File: src/rtl/sync_lane_pkg.sv
// Shared types and constants for the synchronizer lane arbiter.
package sync_lane_pkg;

  localparam int MAX_NREQ = 8;

  typedef enum logic [2:0] {
    ST_IDLE   = 3'd0,
    ST_START  = 3'd1,
    ST_DATA   = 3'd2,
    ST_PARITY = 3'd3,
    ST_GAP    = 3'd4
  } state_e;

  // Cycles from the first START cycle through the ack cycle, inclusive.
  function automatic int frame_cycles(input int w, input int hold, input int gap, input bit parity);
    return (w + 1 + (parity ? 1 : 0)) * hold + gap;
  endfunction

endpackage

File: src/rtl/sync_lane_arbiter_rr_arbiter.sv
// Round-robin picker: first requester at or after ptr_i, as one-hot and index.
module rr_arbiter
  import sync_lane_pkg::*;
#(
  parameter int NREQ = 4
) (
  input  logic [NREQ-1:0] req_i,
  input  logic [2:0]      ptr_i,
  output logic [NREQ-1:0] gnt_o,
  output logic [2:0]      idx_o,
  output logic            any_o
);

  logic [NREQ-1:0] rot;
  logic [2:0]      pos;
  logic [3:0]      sum;

  // Rotate so ptr_i lands at bit 0; lowest set bit is then the winner.
  always_comb begin
    rot   = NREQ'({req_i, req_i} >> ptr_i);
    pos   = '0;
    any_o = 1'b0;
    for (int k = NREQ - 1; k >= 0; k--) begin
      if (rot[k]) begin
        pos   = 3'(k);
        any_o = 1'b1;
      end
    end
    sum = {1'b0, ptr_i} + {1'b0, pos};
    if (sum >= 4'(NREQ)) sum = sum - 4'(NREQ);
    idx_o = sum[2:0];
    gnt_o = '0;
    for (int i = 0; i < NREQ; i++) gnt_o[i] = any_o && (idx_o == 3'(i));
  end

endmodule

File: src/rtl/sync_lane_arbiter.sv
// Round-robin serializer of requester words onto a shared 1-bit sync lane.
// Optional even-parity bit after the data bits: define SYNC_LANE_PARITY_EN.
module sync_lane_arbiter
  import sync_lane_pkg::*;
#(
  parameter int NREQ = 4,
  parameter int W    = 8,
  parameter int HOLD = 4,
  parameter int GAP  = 4
) (
  input  logic              CLK,
  input  logic              RST,
  input  logic [NREQ-1:0]   req,
  input  logic [NREQ*W-1:0] data,
  output logic [NREQ-1:0]   ack,
  output logic              busy,
  output logic [2:0]        grant_id,
  output logic              lane_en,
  output logic              lane_d
);

  localparam int HW = (HOLD > 1) ? $clog2(HOLD) : 1;
  localparam int GW = (GAP > 1) ? $clog2(GAP) : 1;
  localparam int BW = (W > 1) ? $clog2(W) : 1;
  localparam logic [HW-1:0] HOLD_LD  = HW'(HOLD - 1);
  localparam logic [GW-1:0] GAP_LD   = GW'(GAP - 1);
  localparam logic [BW-1:0] BIT_LAST = BW'(W - 1);

  state_e          state_q;
  logic [W-1:0]    sh_q;
  logic [HW-1:0]   hold_q;
  logic [BW-1:0]   bit_q;
  logic [GW-1:0]   gap_q;
  logic [2:0]      ptr_q;
  logic [2:0]      grant_q;
  logic [NREQ-1:0] gnt_q;
  logic [NREQ-1:0] ack_q;
  logic            lane_q;
`ifdef SYNC_LANE_PARITY_EN
  logic            par_q;
`endif

  logic [NREQ-1:0] arb_gnt;
  logic [2:0]      arb_idx;
  logic            arb_any;
  logic [W-1:0]    win_word;
  logic [W-1:0]    sh_nx;
  logic [2:0]      ptr_d;

  rr_arbiter #(.NREQ(NREQ)) u_arb (
    .req_i (req),
    .ptr_i (ptr_q),
    .gnt_o (arb_gnt),
    .idx_o (arb_idx),
    .any_o (arb_any)
  );

  always_comb begin
    win_word = '0;
    for (int i = 0; i < NREQ; i++)
      if (arb_gnt[i]) win_word = win_word | data[i*W +: W];
    ptr_d = (arb_idx == 3'(NREQ - 1)) ? 3'd0 : arb_idx + 3'd1;
    sh_nx = sh_q >> 1;
  end

  always_ff @(posedge CLK) begin
    if (RST) begin
      state_q <= ST_IDLE;
      sh_q    <= '0;
      hold_q  <= '0;
      bit_q   <= '0;
      gap_q   <= '0;
      ptr_q   <= '0;
      grant_q <= '0;
      gnt_q   <= '0;
      ack_q   <= '0;
      lane_q  <= 1'b0;
`ifdef SYNC_LANE_PARITY_EN
      par_q   <= 1'b0;
`endif
    end else begin
      ack_q <= '0;
      case (state_q)
        ST_IDLE: begin
          if (arb_any) begin
            state_q <= ST_START;
            sh_q    <= win_word;
            grant_q <= arb_idx;
            gnt_q   <= arb_gnt;
            ptr_q   <= ptr_d;
            lane_q  <= 1'b1;
            hold_q  <= HOLD_LD;
`ifdef SYNC_LANE_PARITY_EN
            par_q   <= ^win_word;
`endif
          end
        end
        ST_START: begin
          if (hold_q == '0) begin
            state_q <= ST_DATA;
            lane_q  <= sh_q[0];
            hold_q  <= HOLD_LD;
            bit_q   <= '0;
          end else begin
            hold_q <= hold_q - 1'b1;
          end
        end
        ST_DATA: begin
          if (hold_q != '0) begin
            hold_q <= hold_q - 1'b1;
          end else if (bit_q == BIT_LAST) begin
`ifdef SYNC_LANE_PARITY_EN
            state_q <= ST_PARITY;
            lane_q  <= par_q;
            hold_q  <= HOLD_LD;
`else
            state_q <= ST_GAP;
            lane_q  <= 1'b0;
            gap_q   <= GAP_LD;
            ack_q   <= (GAP == 1) ? gnt_q : '0;
`endif
          end else begin
            sh_q   <= sh_nx;
            lane_q <= sh_nx[0];
            bit_q  <= bit_q + 1'b1;
            hold_q <= HOLD_LD;
          end
        end
`ifdef SYNC_LANE_PARITY_EN
        ST_PARITY: begin
          if (hold_q == '0) begin
            state_q <= ST_GAP;
            lane_q  <= 1'b0;
            gap_q   <= GAP_LD;
            ack_q   <= (GAP == 1) ? gnt_q : '0;
          end else begin
            hold_q <= hold_q - 1'b1;
          end
        end
`endif
        ST_GAP: begin
          // ack is registered, so it is armed one cycle ahead of the last gap cycle.
          if (gap_q == '0) begin
            state_q <= ST_IDLE;
          end else begin
            gap_q <= gap_q - 1'b1;
            if (gap_q == GW'(1)) ack_q <= gnt_q;
          end
        end
        default: state_q <= ST_IDLE;
      endcase
    end
  end

  assign ack      = ack_q;
  assign busy     = (state_q != ST_IDLE);
  assign grant_id = grant_q;
  assign lane_en  = 1'b1;
  assign lane_d   = lane_q;

endmodule

File: config.mk
export PLATFORM = sky130hd
export DESIGN_NAME = sync_lane_arbiter
export DESIGN_NICKNAME = d
export VERILOG_FILES = /design/src/rtl/sync_lane_pkg.sv /design/src/rtl/sync_lane_arbiter_rr_arbiter.sv /design/src/rtl/sync_lane_arbiter.sv
export SDC_FILE = /design/constraint.sdc
export NUM_CORES = 1
export LEC_CHECK = 0
export ABC_CLOCK_PERIOD_IN_PS = 2600
export CELL_PAD_IN_SITES_DETAIL_PLACEMENT = 1
export CELL_PAD_IN_SITES_GLOBAL_PLACEMENT = 2
export CORE_MARGIN = 2
export CORE_UTILIZATION = 26
export CTS_BUF_LIST = sky130_fd_sc_hd__clkbuf_16
export CTS_CLUSTER_DIAMETER = 80
export DETAILED_ROUTE_END_ITERATION = 7
export PLACE_DENSITY_LB_ADDON = 0.1
export SKIP_LAST_GASP = 1
export SLEW_MARGIN = 20
export SYNTH_ARGS = -nofsm -noshare
export SYNTH_HDL_FRONTEND = slang
export SYNTH_HIERARCHICAL = 1
export SYNTH_SLANG_ARGS = --single-unit
File: constraint.sdc
create_clock -name CLK -period 2.6 [get_ports CLK]
set_input_delay 0.52 -clock CLK [delete_from_list [all_inputs] [get_ports CLK]]
set_output_delay 0.52 -clock CLK [all_outputs]
set_load 0.02 [all_outputs]
; Word-level counts from Yosys, hierarchy flattened
; Cells that the tools add are included.
[totals]
wordCells = 103
input_bits = 38
register_bits = 33
[classes]
n_lt_le_gt_ge = 1
shift = 1
add_sub_neg = 6
reduce_logical = 22
muxes = 42
bitwise = 5
eq_ne = 16
[op_table]
columns = operator, n
row1 = $mux W8, 7
row2 = $mux W3, 10
row3 = $or A8 B8 Y8, 3
row4 = $mux W2, 11
row5 = $pmux W8 S2, 1
row6 = $reduce_and A4 Y1, 4
row7 = $ne A2 B2 Y1 const B, 7
row8 = $pmux W3 S4, 1
row9 = $eq A3 B2 Y1 const B, 3
row10 = $mux W1, 8
row11 = $reduce_bool A2 Y1, 4
row12 = $shr A8 B3 Y4, 1
row13 = $add A3 B1 Y3 const B, 2
row14 = $eq A3 B1 Y1 const B, 2
row15 = $eq A3 B3 Y1 const B, 2
row16 = $logic_not A3 Y1, 2
row17 = $pmux W2 S3, 1
row18 = $pmux W3 S2, 1
row19 = $reduce_bool A3 Y1, 2
row20 = $reduce_and A5 Y1, 1
row21 = $add A3 B2 Y4, 1
row22 = $ge A4 B3 Y1 const B, 1
row23 = $logic_and A1 B1 Y1, 4
row24 = $logic_not A2 Y1, 2
row25 = 10 further kinds, 12

; Longest topological paths before layout
[depth]
word_depth = 19
mapped_depth = 15
depth_no_buf = 13

; Cells and area by module
; The synthesis kept the hierarchy.
[by_module_without_submodules]
columns = module, instances, cells_per_inst, area_each_um2
row1 = sync_lane_arbiter, 1, 185, 1634.1
row2 = rr_arbiter, 1, 40, 279.0

; Worst setup path before layout
; No wires, ideal clock.
[synth_path]
kind = input to register
start = input port req[1]
end = register sh_q[0]
t_required_ns = 2.483
cell_stages = 11
arrival_time_ns = 2.675
slack_ns = -0.192
cell_sequence = a21o_1 a21oi_1 a21oi_1 a211o_1 ha_1 fa_1 nor3b_2 buf_1 a221oi_1 a21oi_1 a22o_1
[synth_via]
word_cells_on_any_way = 32
classes_between = 2 x add/sub / 1 x order compare / 4 x eq/ne / 1 x shift / 15 x mux / 3 x bitwise / 6 x reduce/logical
[synth_rtl]
columns = item, line_no
row1 = "start, declared", sync_lane_arbiter.sv:13  ; input logic [NREQ-1:0] req,
row2 = $shr A8 B3 Y4 (*), sync_lane_arbiter_rr_arbiter.sv:20  ; rot = NREQ'({req_i, req_i} >> ptr_i);
row3 = $mux W2 (3 in series), sync_lane_arbiter_rr_arbiter.sv:24  ; if (rot[k]) begin
row4 = $mux W2 (*), sync_lane_arbiter_rr_arbiter.sv:24
row5 = $add A3 B2 Y4 (*), sync_lane_arbiter_rr_arbiter.sv:29  ; sum = {1'b0, ptr_i} + {1'b0, pos};
row6 = $ge A4 B3 Y1 / $sub A3 B3 Y3 (equally long branches), sync_lane_arbiter_rr_arbiter.sv:30  ; if (sum >= 4'(NREQ)) sum = sum - 4'(NREQ);
row7 = $mux W3 (*), sync_lane_arbiter_rr_arbiter.sv:30
row8 = named net arb_idx[1], sync_lane_arbiter.sv:44  ; logic [2:0] arb_idx;
row9 = $eq A3 B2 Y1 (*), sync_lane_arbiter_rr_arbiter.sv:33  ; for (int i = 0; i < NREQ; i++) gnt_o[i] = any_o && (idx_o == 3'(i));
row10 = $logic_and A1 B1 Y1 (*), sync_lane_arbiter_rr_arbiter.sv:33
row11 = named net arb_gnt[2], sync_lane_arbiter.sv:43  ; logic [NREQ-1:0] arb_gnt;
row12 = $mux W8 (*), sync_lane_arbiter.sv:61  ; if (arb_gnt[i]) win_word = win_word | data[i*W +: W];
row13 = $or A8 B8 Y8, sync_lane_arbiter.sv:61
row14 = $mux W8 (*), sync_lane_arbiter.sv:61
row15 = $mux W8 (*), sync_lane_arbiter.sv:85  ; if (arb_any) begin
row16 = $pmux W8 S2 (*), sync_lane_arbiter.sv:83  ; case (state_q)
row17 = "end signal, assigned", sync_lane_arbiter.sv:87  ; sh_q <= win_word;
row18 = "end signal, assigned", sync_lane_arbiter.sv:123  ; sh_q <= sh_nx;
row19 = "end, declared", sync_lane_arbiter.sv:30  ; logic [W-1:0] sh_q;
; Mark *: on every way through the listed nets, which the timed path passes. The rest lies on a longest branch. The select of a mux whose other input is x is not followed.
; A chain may end at the register's enable or synchronous reset.

; Worst setup path after layout
[layout_path]
start = register ptr_q[0]
end = register sh_q[6]
[layout_via]
elab_chain_cells = 19
word_cells_on_any_way = 32
classes_between = 2 x add/sub / 1 x order compare / 4 x eq/ne / 1 x shift / 15 x mux / 3 x bitwise / 6 x reduce/logical
[layout_rtl]
columns = item, line_no
row1 = "start, declared", sync_lane_arbiter.sv:34  ; logic [2:0] ptr_q;
row2 = "start signal, assigned", sync_lane_arbiter.sv:90  ; ptr_q <= ptr_d;
row3 = $shr A8 B3 Y4, sync_lane_arbiter_rr_arbiter.sv:20
row4 = $mux W2 (4 in series), sync_lane_arbiter_rr_arbiter.sv:24
row5 = $add A3 B2 Y4 (*), sync_lane_arbiter_rr_arbiter.sv:29
row6 = $ge A4 B3 Y1 / $sub A3 B3 Y3 (equally long branches), sync_lane_arbiter_rr_arbiter.sv:30
row7 = $mux W3 (*), sync_lane_arbiter_rr_arbiter.sv:30
row8 = named net arb_idx[1], sync_lane_arbiter.sv:44
row9 = $logic_not A3 Y1 (*), sync_lane_arbiter_rr_arbiter.sv:33
row10 = $logic_and A1 B1 Y1 (*), sync_lane_arbiter_rr_arbiter.sv:33
row11 = named net arb_gnt[0], sync_lane_arbiter.sv:43
row12 = [... 1 more ...], n/a
row13 = $or A8 B8 Y8, sync_lane_arbiter.sv:61
row14 = $mux W8 (*), sync_lane_arbiter.sv:61
row15 = $or A8 B8 Y8, sync_lane_arbiter.sv:61
row16 = $mux W8 (*), sync_lane_arbiter.sv:61
row17 = $or A8 B8 Y8, sync_lane_arbiter.sv:61
row18 = $mux W8 (*), sync_lane_arbiter.sv:61
row19 = $mux W8 (*), sync_lane_arbiter.sv:85
row20 = $pmux W8 S2 (*), sync_lane_arbiter.sv:83
; Marks and branches as above.

==> impl_metrics.ini <==
[run_status]
status = finished with violations
violations = setup timing

[grt]
grt_first_pass_wirelength_mm = 10.47
grt_pass1_vias = 2052
grt.total_usage_pct = 15.53
grt_max_degree = 16
antenna_found_initial = 0
grt-ovfl-total = 0

[clock_network]
cts.path.max_buffers = 2
clockRootBuffer = clkbuf_16
cts_inserted_buffers = 5
cts_sinks = 33
clk_pin_slew_ns = 0.06
hold_buffers = 0
cts_htree_levels = 2
cts_tree = yes
clk-insertion-delay-late_ns = 0.28

[sta]
worst_pin_slew_ns = 0.5495
slew_headroom_pct = 63.31
max_freq_mhz = 368.9
finalCritPeriodShare_pct = 104.3
rsz0062_at_grt = true
maxSlewViolCount = 0
fin_crit_ns = 2.711
tns_ns = -0.5997
finalHoldViolCount = 0
setup_viol = 8
holdWs_ns = 0.4560
skew_ns = 0.006898
setup_ws_ns = -0.1108

[placed_design]
place_congestion = 0.7254
io_buffers = 46
dpl.hpwl_mm = 4.427
place_area_um2 = 2721
place_ws_ns = -0.8630

[floorplan]
die_area_um2 = 8060
io_pins = 48
std_cell_rows = 31
die-width_um = 89.78
start_util_pct = 26.66
core_region_area_um2 = 7176
fp.dieH_um = 89.78

[layout]
antennaDiodeCount = 0
fillers = 842
post-route-util_pct = 42.98
stdcell_area_um2 = 3084
syn2layout_area_growth_pct = 61.22
layout-drive-gt1-share_pct = 31.92
final_nets = 353

[setup_path]
reg2reg_from = ptr_q[0]
rr_worst_depth = 11
endpoint_kind = register
worst-r2r-setup-slack_ns = -0.11
rr_endpoint = sh_q[6]
criticalPathCategory = reg2reg
crit_fanout = 7
cp-start-kind = register
crit_arrival_ns = 2.88
cp_data_required_time_ns = 2.77

[synth]
avgSynthCellArea_um2 = 8.503
yosys_most_used_dff = dfxtp_1
ys_warn_count = 6
synth_area_leaders = dfxtp_1, a21oi_1, ha_1
synthCells = 225
synth_cell_types = 55
synth_edf_count = 0
netlist_area_um2 = 1913
synth.net_count = 272
yosysSeqAreaShare_pct = 34.53
ys_seq_elements = 33
synth_top_area_cell = dfxtp_1
synthArstFlopShare_pct = 0
netlist.area_leader.share_pct = 34.53

[detailed_routing]
first_iter_violations = 35
dr.pass1.iters = 4
ant_nets = 0
drt-vias-per-instance = 4.867
wl_mm = 6.116
via_count = 1976
route.detailed.drc = 0
wl_per_cell_um = 15.06

[hold_path]
hold_depth = 2
hold_end = grant_id[0]
hp-class = reg2reg
hold_start = grant_id[0]

[power_and_ir_drop]
power_density_nw_per_um2 = 933.2
vdd_drop_max_mv = 0.2967
power.leakage_nw = 1.201

[job]
cap_violations = 0
-- power by group --
group | switching [mW] | total (mW) | internal (mW)
clock | 0.220 | 0.567 | 0.346
combinational | 0.743 | 1.61 | 0.865
sequential | 0.0792 | 0.704 | 0.624
-- cell usage in the layout (no fill, tap or decap), drive strengths merged, types with 3 or more instances in the layout --
cell type	instances
nor3b	5
nand3b	3
clkinv	3
nand3	3
a22oi	11
a21oi	29
dfxtp	33
clkbuf	5
ha	8
and2	5
inv	8
o21ai	4
nor2	22
buf	47
clkdlybuf4s50	42
a22o	7
nand2b	6
nor3	6
nand2	20
a221oi	7
-- stage by stage --
step	std cells	power (mW)
after global routing	406	3.099
after global placement	391	1.981
after floorplan	225	1.465
after CTS	404	2.763
after detailed placement	391	1.997
final	406	2.878
-- cell type report --
| type | count | area [um2] | area share, % |
|---|---|---|---|
| Timing Repair Buffer | 89 | 804.5 | 26.09 |
| Inverter | 8 | 30.03 | 0.9736 |
| Clock inverter | 3 | 12.51 | 0.4057 |
| Clock buffer | 5 | 125.1 | 4.057 |
| Tap cell | 99 | 123.9 | 4.016 |
| Sequential cell | 33 | 665.6 | 21.58 |
| Multi-Input combinational cell | 169 | 1323 | 42.88 |
-- what timing repair did --
action	in CTS	in global routing
pin swaps	23	17
setup endpoints to repair	15	15
gates resized for setup	43	17
setup buffers	6	2
-- critical path, cell delays in order (launching register included) --
cell and delay, ns:
dfxtp_4 0.36, a21o_1 0.20, a21oi_2 0.15, a21oi_2 0.04, a211o_1 0.27, ha_4 0.18
fa_2 0.63, nor3_4 0.07, buf_6 0.14, a221oi_2 0.28, a21oi_1 0.10, a22o_1 0.19
-- worst max-delay path by stage --
stage              from  endpoint  cells past startpoint
4_1_cts          req[2]   sh_q[0]                     12
5_1_grt        ptr_q[0]   sh_q[7]                     15
3_5_place_dp     req[2]   sh_q[0]                     14
3_3_place_gp     req[0]   sh_q[1]                     14
2_1_floorplan    req[1]   sh_q[2]                     11
6_report       ptr_q[0]   sh_q[6]                     11
-- flip-flops by register name, summed over array words and instances, names as in the netlist --
name      flops
grant_id      3
gnt_q         4
hold_q        2
sh_q          8
bit_q         3
state_q       3
lane_d        1
gap_q         2
ptr_q         3
ack           4
-- cells by family (layout without fill, tap and decap cells) --
group	after synthesis	count (layout)	share of synthesized area, %
AOI/OAI and AO/OA	75	75	27.80
xor gates and xnor gates	1	1	0.4579
adders and majority gates	9	9	6.279
buffers and inverters	23	105	5.624
DFF	33	33	34.53
muxes	2	2	1.046
other	1	1	0.1960
and+or+nand+nor	81	81	24.07
-- synthesized netlist by cell type, types with 2 or more instances --
library cell,instances
dfxtp_1,33
a21oi_1,28
nor2_1,22
nand2_1,20
a22oi_1,11
ha_1,8
inv_1,8
a221oi_1,7
a22o_1,7
and2_1,5
buf_2,5
clkbuf_1,5
nand2b_1,5
nor3_1,4
o21ai_0,4
nand3_1,3
nand3b_1,3
a211oi_1,2
a311oi_1,2
buf_1,2
buf_4,2
mux2i_1,2
nor3_2,2
nor3b_1,2
nor3b_2,2
or2_2,2
-- layer usage --
| layer | track usage, % | routed length, um | up-vias | part of all wire, % |
|---|---|---|---|---|
| met3 | 3.101 | 231 | 6 | 3.8 |
| met1 | 22.51 | 3095 | 941 | 51 |
| met2 | 23.67 | 2732 | 40 | 45 |
| met5 | 0 | 0 | - | 0 |
| met4 | 3.846 | 57 | 0 | 0.93 |
| li1 | - | - | 989 | - |
Note: power is estimated with default switching activity, not from simulation.
